[src/rtl/pc_fetch_gen.sv]
// Fetch-stage PC generator: owns PCF, picks the next fetch address and holds EX redirects
// across fetch stalls. Define PC_FETCH_STATS_EN to build the branch/mispredict counters.
module pc_fetch_gen #(
  parameter logic [31:0] RESET_PC  = 32'h0000_0000,
  parameter int unsigned CNT_WIDTH = 32
) (
  input  logic                 clk,
  input  logic                 rst_n,
  input  logic                 StallF,
  input  logic                 StallE,
  input  logic                 FlushE,
  input  logic                 PC_SEL,
  input  logic [31:0]          PC_PRE,
  input  logic                 btb_prefail,
  input  logic                 btb_fill,
  input  logic [31:0]          PCE,
  input  logic [31:0]          BranchTarget,
  input  logic                 JalrE,
  input  logic [31:0]          JalrTarget,
  input  logic                 JalD,
  input  logic [31:0]          JalTarget,
  input  logic [2:0]           BranchTypeE,
  output logic [31:0]          PCF,
  output logic                 redirect_pend,
  output logic [CNT_WIDTH-1:0] br_cnt,
  output logic [CNT_WIDTH-1:0] mispred_cnt
);

  logic        ex_redir;
  logic [31:0] ex_pc;
  logic [31:0] next_pc;
  logic        pend_vld;
  logic [31:0] pend_pc;

  assign ex_redir = btb_prefail | btb_fill | JalrE;

  // btb_prefail wins if it ever coincides with btb_fill
  always_comb begin
    ex_pc = JalrTarget;
    if (btb_prefail) begin
      ex_pc = PCE + 32'd4;
    end else if (btb_fill) begin
      ex_pc = BranchTarget;
    end
  end

  always_comb begin
    next_pc = PCF + 32'd4;
    if (ex_redir) begin
      next_pc = ex_pc;
    end else if (pend_vld) begin
      next_pc = pend_pc;
    end else if (JalD) begin
      next_pc = JalTarget;
    end else if (PC_SEL) begin
      next_pc = PC_PRE;
    end
  end

  // Only EX redirects are held; D and IF sources re-present themselves after the stall.
  always_ff @(posedge clk or negedge rst_n) begin
    if (!rst_n) begin
      PCF      <= RESET_PC;
      pend_vld <= 1'b0;
      pend_pc  <= 32'h0;
    end else if (!StallF) begin
      PCF      <= next_pc;
      pend_vld <= 1'b0;
    end else if (ex_redir) begin
      pend_pc  <= ex_pc;
      pend_vld <= 1'b1;
    end
  end

  assign redirect_pend = pend_vld;

`ifdef PC_FETCH_STATS_EN
  logic br_ev;
  logic [CNT_WIDTH-1:0] br_cnt_q;
  logic [CNT_WIDTH-1:0] mispred_cnt_q;

  assign br_ev = !StallE && !FlushE && (BranchTypeE != 3'd0);

  always_ff @(posedge clk or negedge rst_n) begin
    if (!rst_n) begin
      br_cnt_q      <= '0;
      mispred_cnt_q <= '0;
    end else if (br_ev) begin
      if (br_cnt_q != '1) begin
        br_cnt_q <= br_cnt_q + 1'b1;
      end
      if ((btb_prefail | btb_fill) && (mispred_cnt_q != '1)) begin
        mispred_cnt_q <= mispred_cnt_q + 1'b1;
      end
    end
  end

  assign br_cnt      = br_cnt_q;
  assign mispred_cnt = mispred_cnt_q;
`else
  logic unused_stats;
  assign unused_stats = ^{StallE, FlushE, BranchTypeE};
  assign br_cnt       = '0;
  assign mispred_cnt  = '0;
`endif

endmodule

[config.mk]
export PLATFORM = sky130hd
export DESIGN_NAME = pc_fetch_gen
export DESIGN_NICKNAME = d
export VERILOG_FILES = /design/src/rtl/pc_fetch_gen.sv
export SDC_FILE = /design/constraint.sdc
export NUM_CORES = 1
export LEC_CHECK = 0
export CAP_MARGIN = 40
export CORE_MARGIN = 5
export CORE_UTILIZATION = 35
export CTS_CLUSTER_SIZE = 12
export DETAILED_ROUTE_END_ITERATION = 7
export HOLD_SLACK_MARGIN = 0.1
export PLACE_DENSITY = 0.69
export SYNTH_ARGS = -nofsm -noshare
export SYNTH_HDL_FRONTEND = slang
export SYNTH_SLANG_ARGS = --single-unit
[constraint.sdc]
create_clock -name clk -period 2.5 [get_ports clk]
set_input_delay 0.75 -clock clk [delete_from_list [all_inputs] [get_ports clk]]
set_output_delay 0.75 -clock clk [all_outputs]
set_load 0.1 [all_outputs]
== Word-level counts from Yosys, hierarchy flattened ==
Cells that the tools add are included.
Operators by class
  $add $sub $neg: 2
  equality and inequality tests: 1
  mux-type cells: 8
  bitwise gates (word level): 2
  reduce and logical (&&, ||, !) cells: 1
Operators with widths (count)
  $mux W32: 6
  $add A32 B3 Y32 const B: 2
  $mux W1: 2
  $ne A2 B1 Y1 const B: 1
  $or A1 B1 Y1: 2
  $reduce_and A2 Y1: 1
Storage, ports and cells
  register bits after elaboration: 65
  input bits: 173
  output and inout port bits: 97
  logic and storage cells: 17

== Logic depth before layout (Yosys ltp) ==
Gate-level depths: netlist (run 1).
  depth in word-level cells: 5
  mapped depth: 8

== Worst setup path after synthesis (run 1) ==
Ideal clock, no wire load.
  path type: register -> register
  start: reg PCF[2]
  end: reg PCF[16]
  setup time: 0.124 ns
  data arrival time: 2.677 ns
  required time: 2.376 ns
  path slack: -0.301 ns
  stages on the path, launching flop included: 8
  path buffers: 1
  cell sequence: dfrtp_1 > ha_1 > and4_1 > clkbuf_1 > nand3_1 > o2111a_1 > o32a_1 > a211o_1
On the way
  longest elaborated chain between the ends: 5
Ends and longest elaborated chain
  from (decl): RTL line 23  | output logic [31:0] PCF,
  from (signal assigned): RTL line 67  | PCF <= next_pc;
  $add A32 B3 Y32: RTL line 48  | next_pc = PCF + 32'd4;
  $mux W32: RTL line 55  | end else if (PC_SEL) begin
  $mux W32: RTL line 53  | end else if (JalD) begin
  $mux W32: RTL line 51  | end else if (pend_vld) begin
  $mux W32: RTL line 49  | if (ex_redir) begin
Every way passes these cells.
A chain may end at the register's enable or synchronous reset.

== Final worst setup path (run 1) ==
  start: in PCE[20]
  end: reg PCF[30]
On the way
  longest elaborated chain between the ends: 3
Ends and longest elaborated chain
  from (decl): RTL line 16  | input logic [31:0] PCE,
  $add A32 B3 Y32: RTL line 41  | ex_pc = PCE + 32'd4;
  $mux W32: RTL line 40  | if (btb_prefail) begin
  $mux W32: RTL line 49
Every way passes these cells.

==> results of run 1 <==
[repair_timing]
action	CTS	global route
pin swaps	16	11
setup endpoints to repair	22	14
cloned	0	0
setup buffers	2	0
gates resized for setup	40	14
[registers in the layout (all words and copies together), names as in the netlist]
name,cells
redirect_pend,1
pend_pc,32
PCF,32
[routing by layer]
metal / share of wire [%] / vias up
li1: - / 3512
met1: 43 / 3399
met2: 45 / 357
met3: 9.3 / 38
met4: 2.3 / 0
met5: 0 / -
[final cells by class]
cell class	instances	area [um2]	area share, %
Clock buffer	13	260	2.78
Multi-Input combinational cell	665	4140	44.2
Inverter	28	105	1.12
Sequential cell	65	1650	17.6
Tap cell	225	282	3.00
Timing Repair Buffer	330	2930	31.2
Clock inverter	3	15.0	0.160
[cells by family (layout without fill, tap and decap cells)]
kind of cell | after synthesis | in the layout | synth area share [%]
other | 1 | 64 | 0.0605
multiplexers | 22 | 22 | 3.69
XOR/XNOR | 23 | 23 | 3.25
buffers and inverters | 152 | 374 | 13.1
AND/OR/NAND/NOR | 297 | 297 | 24.3
adder cells (fa/ha/maj) | 2 | 2 | 0.404
AO/OA/AOI/OAI | 257 | 257 | 28.9
flip-flops | 65 | 65 | 26.2
[synthesized netlist by cell type (6+ instances only)]
master	number	area share, %
nor4_1	13	1.3
a211oi_1	19	2.3
a31oi_1	9	0.91
buf_4	64	7.8
or3_1	10	1.0
nor3_1	27	2.2
a21oi_1	62	5.0
buf_1	7	0.42
xor2_1	12	1.7
mux2i_1	15	2.4
and3_1	8	0.81
mux2_2	7	1.3
nand4_1	26	2.6
nor2b_1	9	0.91
a221o_1	16	2.6
nand2b_1	11	1.1
a211o_1	6	0.85
inv_1	27	1.6
o31ai_1	12	1.5
and4_1	7	0.99
nand3_1	28	2.3
nand2_1	98	5.9
o21ai_0	46	3.7
nor2_1	38	2.3
o21a_1	7	0.85
dfrtp_1	65	26
a221oi_1	18	2.5
clkbuf_1	50	3.0
and2_1	6	0.61
xnor2_1	11	1.6
[worst paths after layout]
kind	endpoint	slack [ns]	cells past startpoint
max	PCF[30]	0.10	9
min	pend_pc[0]	0.42	2
max reg2reg	PCF[17]	0.33	6
min reg2reg	pend_pc[14]	0.47	2
max in group asynchronous	PCF[17]	1.76	2
min in group clk	pend_pc[14]	0.47	2
[per-stage QoR]
step	setup TNS [ns]	hold WS, ns	instance area, um2
6_report	0	0.419	9370
5_1_grt	-0.0394	0.445	9370
4_1_cts	0	0.436	9330
3_5_place_dp	-14.90	0.464	8930
3_3_place_gp	-12.96	0.454	8930
2_1_floorplan	0	0.440	6450
[where the power goes]
part / total, W / switching [W] / internal, W
registers: 0.00136 / 0.000167 / 0.00120
logic: 0.00221 / 0.00152 / 0.000686
clock network: 0.00119 / 0.000474 / 0.000720
total: 0.00477 / 0.00216 / 0.00260
==> impl_metrics.py, run 1 <==
metrics = {
    "placed_design": {
        "placed_cells": 1311,
        "io_buffers": 200,
        "finalWeightedCongestion": 0.886,
        "post-dp-hpwl_mm": 19.9,
        "place_ws_ns": -0.604,
    },
    "clock_network": {
        "ctsHoldBuffers": 0,
        "cts_buffer_depth": 2,
        "root_buffer": "clkbuf_16",
        "cts_tree": "built",
        "clk_latency_ns": 0.34,
        "cts_sinks": 65,
        "cts_buffers": 9,
        "htree_num_levels": 3,
        "path_clk_slew_ns": 0.05,
    },
    "sta": {
        "setup_viol": 0,
        "worst_pin_slew_ns": 0.909,
        "slew_violations": 0,
        "maxSlewHeadroom_pct": 39.2,
        "finClkSkew_ns": 0.00610,
        "period_minus_slack_ns": 2.40,
        "grt_setup_unrepaired": "true",
        "setup_ws_ns": 0.100,
        "fmax_mhz": 417,
        "hold_viol": 0,
        "post-route-period-util_pct": 96.0,
    },
    "cells_and_area": {
        "fill_cells": 1678,
        "layout.nets": 1274,
        "final_cell_mix": "157 x buf_4, 140 x clkdlybuf4s50_1, 97 x nand2_1",
        "antenna_cells": 0,
        "final_cells": 1329,
        "final_common_cell": "buf_4",
        "drive_above_1_share_pct": 20.9,
        "areaGrowthSynthToFinish_pct": 51.2,
        "final_core_util_pct": 54.0,
    },
    "detailed_routing": {
        "vias": 7306,
        "dr.pass1.iters": 5,
        "drt-total-wl_mm": 24.8,
        "drt_first_iter_violations": 711,
        "antenna_left": 0,
        "via_per_inst": 5.50,
        "drc_errors": 0,
        "post_drt_wl_per_cell_um": 18.6,
    },
    "floorplan": {
        "die_area_um2": 20500,
        "die_width_um": 143,
        "start_util_pct": 35.7,
        "die_y_um": 143,
        "num_io_pins": 270,
        "row_count": 48,
        "fp.coreArea_um2": 17400,
    },
    "grt": {
        "gr-total-overflow": 0,
        "use_met1_pct": 31.6,
        "grt_pass1_wl_mm": 36.8,
        "antenna_found_initial": 0,
        "grt_use_met3_pct": 4.66,
        "grt_max_degree": 66,
        "top_usage_layer": "met2",
        "grtUsageTotal_pct": 22.9,
        "grt_util_met2_pct": 35.7,
        "first_global_vias": 6801,
    },
    "synth": {
        "syn_area_per_cell_um2": 7.57,
        "yosysWarnings": 0,
        "synth-edff-count": 0,
        "ys_ff_latch": 65,
        "synthFlopType": "dfrtp_1",
        "synth_seq_area_share_pct": 26.2,
        "netlist_instances": 819,
        "async_flop_share_pct": 100,
        "synthDistinctLibCells": 66,
        "syn_area_um2": 6200,
    },
    "worst_setup_path": {
        "worstPathRequired_ns": 2.72,
        "endpoint_kind": "register",
        "crit_buf_inv": 4,
        "cp_slowest_cell": "clkdlybuf4s50_1",
        "worstReg2RegStart": "PCF[7]",
        "cp_cell_sequence": "clkdlybuf4s50_1 > nand2_1 > buf_4 > nor4_2 > buf_4 > and4_1 > nor4_1 > buf_4 > a211o_1",
        "critPathMaxFanout": 6,
        "cp_top_family": "buffers and inverters",
        "cp-startpoint": "PCE[20]",
        "path_common_cell": "buf_4",
        "crit_type": "in -> reg",
        "crit_arrival_ns": 2.62,
        "cpPeakStageDelay_ns": 0.48,
        "cp-start-kind": "input port",
    },
    "flow_run": {
        "drv_cap": 0,
    },
    "power_and_ir_drop": {
        "p_per_area_nw_per_um2": 509,
        "leakage_nw": 4.02,
        "vdd_drop_max_mv": 0.351,
        "power_w": 0.00477,
    },
    "outcome": {
        "outcome": "completed",
    },
    "min_path": {
        "min-delay-path-class": "in -> async",
    },
}
Note: power is estimated with default switching activity, not from simulation.
==> run 2, diff against run 1 <==
--- a/config.mk
+++ b/config.mk
@@ -12,6 +12,7 @@
 export DETAILED_ROUTE_END_ITERATION = 7
 export HOLD_SLACK_MARGIN = 0.1
 export PLACE_DENSITY = 0.69
+export SKIP_CTS_REPAIR_TIMING = 1
 export SYNTH_ARGS = -nofsm -noshare
 export SYNTH_HDL_FRONTEND = slang
 export SYNTH_SLANG_ARGS = --single-unit
==> run 2 against run 1 <==
- setup slack got worse by 0.070 ns
- sequential power is essentially flat
- critical endpoint is now PCF[31]
- clock skew hardly changed
- via count rose by 0.36%
- highest routed layer unchanged
- largest cell class unchanged
- worst hold slack improved by 0.0016 ns
- clock power about the same
- critical path type unchanged
- fmax decreased by 2.8%
==> impl_metrics.py, run 2 (synthesis gave the netlist of run 1 again) <==
metrics = {
    "cells_and_area": {
        "antenna_cells": 0,
        "final_core_util_pct": 54.5,
        "areaGrowthSynthToFinish_pct": 52.6,
        "final_cell_mix": "159 x buf_4, 143 x clkdlybuf4s50_1, 97 x nand2_1",
        "drive_above_1_share_pct": 21.4,
        "layout.nets": 1276,
        "final_common_cell": "buf_4",
        "design_area_um2": 9460,
    },
    "grt": {
        "grtUsageTotal_pct": 22.8,
        "antenna_found_initial": 0,
        "grt_max_degree": 66,
        "first_global_vias": 6739,
        "grt_pass1_wl_mm": 36.5,
        "gr-total-overflow": 0,
    },
    "sta": {
        "fin_hold_ws_ns": 0.420,
        "hold_viol": 0,
        "worst_pin_slew_ns": 0.917,
        "period_minus_slack_ns": 2.47,
        "grt_setup_unrepaired": "true",
        "finClkSkew_ns": 0.00620,
        "slew_violations": 0,
        "setup_viol": 0,
        "fmax_mhz": 405,
        "post-route-period-util_pct": 98.8,
        "maxSlewHeadroom_pct": 38.6,
    },
    "floorplan": {
        "die_width_um": 143,
        "die_y_um": 143,
        "row_count": 48,
        "num_io_pins": 270,
        "start_util_pct": 35.7,
        "fp.coreArea_um2": 17400,
        "die_area_um2": 20500,
    },
    "worst_setup_path": {
        "crit_arrival_ns": 2.70,
        "cp_slowest_cell": "or4_4",
        "worstPathRequired_ns": 2.73,
        "cp_cell_sequence": "clkdlybuf4s50_1 > nand4_1 > or4_4 > o31a_1 > o31a_1 > a211o_1",
        "crit_type": "in -> reg",
        "critPathMaxFanout": 4,
        "crit_buf_inv": 1,
        "path_common_cell": "o31a_1",
        "cp-start-kind": "input port",
        "endpoint_kind": "register",
        "cp_top_family": "compound AO/OA/AOI/OAI gates",
        "cpPeakStageDelay_ns": 0.48,
    },
    "clock_network": {
        "cts_sinks": 65,
        "cts_tree": "built",
        "root_buffer": "clkbuf_16",
        "htree_num_levels": 3,
        "clk_latency_ns": 0.34,
        "path_clk_slew_ns": 0.06,
        "cts_buffer_depth": 2,
        "cts_buffers": 9,
    },
    "detailed_routing": {
        "drt-total-wl_mm": 24.7,
        "drt_first_iter_violations": 709,
        "route.top_layer_used": "met4",
        "antenna_left": 0,
        "dr.pass1.iters": 5,
        "wl_met1_mm": 10.8,
        "vias": 7332,
        "via_per_inst": 5.51,
        "drc_errors": 0,
        "route.met2.wl_mm": 11.1,
        "wl_met3_mm": 2.26,
        "post_drt_wl_per_cell_um": 18.6,
    },
    "placed_design": {
        "post-dp-hpwl_mm": 19.9,
        "finalWeightedCongestion": 0.886,
        "io_buffers": 200,
        "place_area_um2": 8930,
    },
    "power_and_ir_drop": {
        "sw_frac_of_total_pct": 45.3,
        "p_switching_w": 0.00216,
        "leakage_nw": 4.13,
        "vdd_drop_max_mv": 0.358,
        "power_frac_seq_pct": 28.6,
        "p_per_area_nw_per_um2": 505,
        "combPwrFrac_pct": 46.4,
        "power.share.clock_pct": 25.0,
        "internal_power_w": 0.00261,
        "power_w": 0.00477,
    },
    "flow_run": {
        "drv_cap": 0,
    },
    "min_path": {
        "min-delay-path-class": "in -> async",
    },
    "outcome": {
        "outcome": "completed",
    },
}
-- run 2: changes by cell type in the layout (fill, tap and decap cells not counted), sizes merged --
cell | before | now
dlygate4sd2 | 15 | 0
dlymetal6s2s | 8 | 20
clkdlybuf4s50 | 140 | 143
buf | 167 | 169
-- run 2: through the flow --
step / worst slack (ns) / instances / TNS, ns
2_1_floorplan: 0.00120 / 882 / 0
3_3_place_gp: -0.528 / 1311 / -12.96
3_5_place_dp: -0.604 / 1311 / -14.90
4_1_cts: -0.275 / 1327 / -2.60
5_1_grt: -0.0267 / 1331 / -0.0534
6_report: 0.0303 / 1331 / 0
-- run 2: path summary, 6_finish.rpt --
check,startpoint,end,slack (ns),depth (start not counted)
max in group asynchronous,rst_n,PCF[17],1.75,2
min,rst_n,pend_pc[0],0.42,2
min in group clk,pend_pc[14],pend_pc[14],0.47,2
max,PCE[24],PCF[31],0.03,6
max reg2reg,PCF[7],PCF[17],0.31,6
min reg2reg,pend_pc[14],pend_pc[14],0.47,2
-- run 2: worst register-to-register path, stage by stage, from the launching register on --
cell     delay [ns]
dfrtp_2        0.44
nand4_1        0.30
nor4_1         0.37
buf_4          0.26
nor3b_1        0.26
xor2_1         0.10
a221o_1        0.35
-- run 2: area by class of cell --
type / count / area, um2
clock buffer: 13 / 260
clock inverter: 3 / 15.0
fill: 1653 / 7900
inverter: 28 / 105
multi-input combinational: 665 / 4160
sequential: 65 / 1650
tap: 225 / 282
timing repair buffer: 332 / 2990
-- run 2: power by group through the flow --
| stage | sequential (W) | clock, W | combinational, W |
|---|---|---|---|
| 3_5_place_dp | 0.00138 | 0 | 0.00218 |
| 4_1_cts | 0.00136 | 0.00120 | 0.00219 |
| 6_report | 0.00136 | 0.00119 | 0.00222 |
| 5_1_grt | 0.00138 | 0.00124 | 0.00233 |
| 3_3_place_gp | 0.00137 | 0 | 0.00217 |
| 2_1_floorplan | 0.00182 | 0 | 0.00103 |
-- run 2: routing by layer --
layer  GRT usage, %  up-vias
met1           31.7     3464
li1               -     3519
met2           35.1      314
met4           8.05        0
met5              0        -
met3           4.62       35
==> run 3, diff against run 2 <==
--- a/config.mk
+++ b/config.mk
@@ -6,7 +6,6 @@
 export NUM_CORES = 1
 export LEC_CHECK = 0
 export CAP_MARGIN = 40
-export CORE_MARGIN = 5
 export CORE_UTILIZATION = 35
 export CTS_CLUSTER_SIZE = 12
 export DETAILED_ROUTE_END_ITERATION = 7
==> run 3 against run 2 <==
- critical path depth is 2 higher
- combinational power hardly changed
- power is 3.4% higher
- largest cell class unchanged
==> impl_metrics.py, run 3 (synthesis gave the netlist of run 1 again) <==
metrics = {
    "detailed_routing": {
        "drt-total-wl_mm": 23.9,
        "dr.pass1.iters": 5,
        "vias": 7308,
        "drc_errors": 0,
        "via_per_inst": 5.53,
        "post_drt_wl_per_cell_um": 18.1,
        "antenna_left": 0,
        "drt_first_iter_violations": 768,
    },
    "clock_network": {
        "path_clk_slew_ns": 0.06,
        "cts_sinks": 65,
        "root_buffer": "clkbuf_16",
        "clk_latency_ns": 0.33,
        "htree_num_levels": 3,
        "cts_buffer_depth": 2,
        "cts_buffers": 9,
        "cts_tree": "built",
    },
    "grt": {
        "grt_util_met2_pct": 40.0,
        "grtUsageTotal_pct": 25.8,
        "use_met1_pct": 37.8,
        "antenna_found_initial": 0,
        "grt_pass1_wl_mm": 36.1,
        "first_global_vias": 6630,
        "grt_use_met3_pct": 3.19,
        "top_usage_layer": "met2",
        "gr-total-overflow": 0,
        "grt_max_degree": 66,
    },
    "worst_setup_path": {
        "path_common_cell": "buf_4",
        "reg2reg_to": "PCF[31]",
        "r2r_setup_slack_ns": 0.09,
        "cp_cell_sequence": "clkdlybuf4s50_1 > nand2_2 > buf_4 > or3_2 > nor4_2 > nor3_2 > buf_4 > o31ai_1",
        "critPathMaxFanout": 6,
        "worstReg2RegStart": "redirect_pend",
        "cpPeakStageDelay_ns": 0.50,
        "worstPathRequired_ns": 2.74,
        "rr_worst_depth": 5,
        "crit_type": "in -> reg",
        "endpoint_kind": "register",
        "cp_slowest_cell": "clkdlybuf4s50_1",
        "cp-start-kind": "input port",
        "crit_arrival_ns": 2.67,
    },
    "power_and_ir_drop": {
        "power_w": 0.00494,
        "leakage_nw": 4.12,
        "vdd_drop_max_mv": 0.323,
        "p_per_area_nw_per_um2": 521,
    },
    "cells_and_area": {
        "areaGrowthSynthToFinish_pct": 52.8,
        "antenna_cells": 0,
        "drive_above_1_share_pct": 20.8,
        "final_core_util_pct": 54.8,
        "layout.nets": 1267,
        "fill_cells": 1617,
        "final_common_cell": "buf_4",
        "final_cell_mix": "143 x buf_4, 139 x clkdlybuf4s50_1, 96 x nand2_1",
        "design_area_um2": 9470,
    },
    "floorplan": {
        "die_y_um": 135,
        "num_io_pins": 270,
        "die_width_um": 135,
        "start_util_pct": 35.8,
        "die_area_um2": 18200,
        "fp.coreArea_um2": 17300,
        "row_count": 48,
    },
    "min_path": {
        "min-delay-path-class": "in -> async",
    },
    "placed_design": {
        "place_area_um2": 8930,
        "finalWeightedCongestion": 0.888,
        "post-dp-hpwl_mm": 18.7,
        "io_buffers": 200,
    },
    "sta": {
        "hold_viol": 0,
        "period_minus_slack_ns": 2.43,
        "setup_viol": 0,
        "finClkSkew_ns": 0.00761,
        "maxSlewHeadroom_pct": 59.3,
        "post-route-period-util_pct": 97.1,
        "fmax_mhz": 412,
        "worst_pin_slew_ns": 0.607,
        "fin_hold_ws_ns": 0.398,
        "slew_violations": 0,
        "setup_tns_ns": 0,
    },
    "outcome": {
        "outcome": "completed",
    },
    "flow_run": {
        "drv_cap": 0,
    },
}
-- run 3: critical path, delay by kind of cell --
family                 cells  cell delay [ns]
buffers and inverters      3             0.82
and+or+nand+nor            4             0.89
AOI/OAI and AO/OA          1             0.21
-- run 3: report_power, final --
part / internal (W) / switching, W
combinational: 0.000688 / 0.00152
clock: 0.000872 / 0.000495
sequential: 0.00120 / 0.000169
total: 0.00276 / 0.00218
-- run 3: metrics by stage --
step / worst slack, ns / cells
after detailed placement: -0.565 / 1303
after global routing: -0.0326 / 1322
after CTS: -0.221 / 1319
after floorplan: 0.00120 / 882
final: 0.0713 / 1322
after global placement: -0.534 / 1303
-- run 3: how the worst max path moves through the flow --
| stage | cells past startpoint | startpoint | slack (ns) | endpoint |
|---|---|---|---|---|
| floorplan | 5 | PCF[19] | 0.001 | PCF[30] |
| global placement | 6 | PCE[14] | -0.53 | PCF[31] |
| detailed placement | 6 | PCE[14] | -0.56 | PCF[31] |
| CTS | 6 | PCE[14] | -0.22 | PCF[31] |
| global route | 8 | PCE[21] | -0.03 | pend_pc[25] |
| finish | 8 | PCE[21] | 0.07 | pend_pc[25] |
-- run 3: cell type report --
type | count | area, um2 | area share (%)
Clock buffer | 9 | 225 | 2.38
Clock inverter | 7 | 95.1 | 1.00
Inverter | 28 | 105 | 1.11
Multi-Input combinational cell | 665 | 4120 | 43.5
Sequential cell | 65 | 1650 | 17.4
Tap cell | 225 | 282 | 2.97
Timing Repair Buffer | 323 | 3000 | 31.7
-- run 3: metal layers --
metal	wire length [um]	vias to the layer above
met3	2010	24
met1	10800	3436
met2	10800	360
met4	324	0
li1	-	3488
met5	0	-
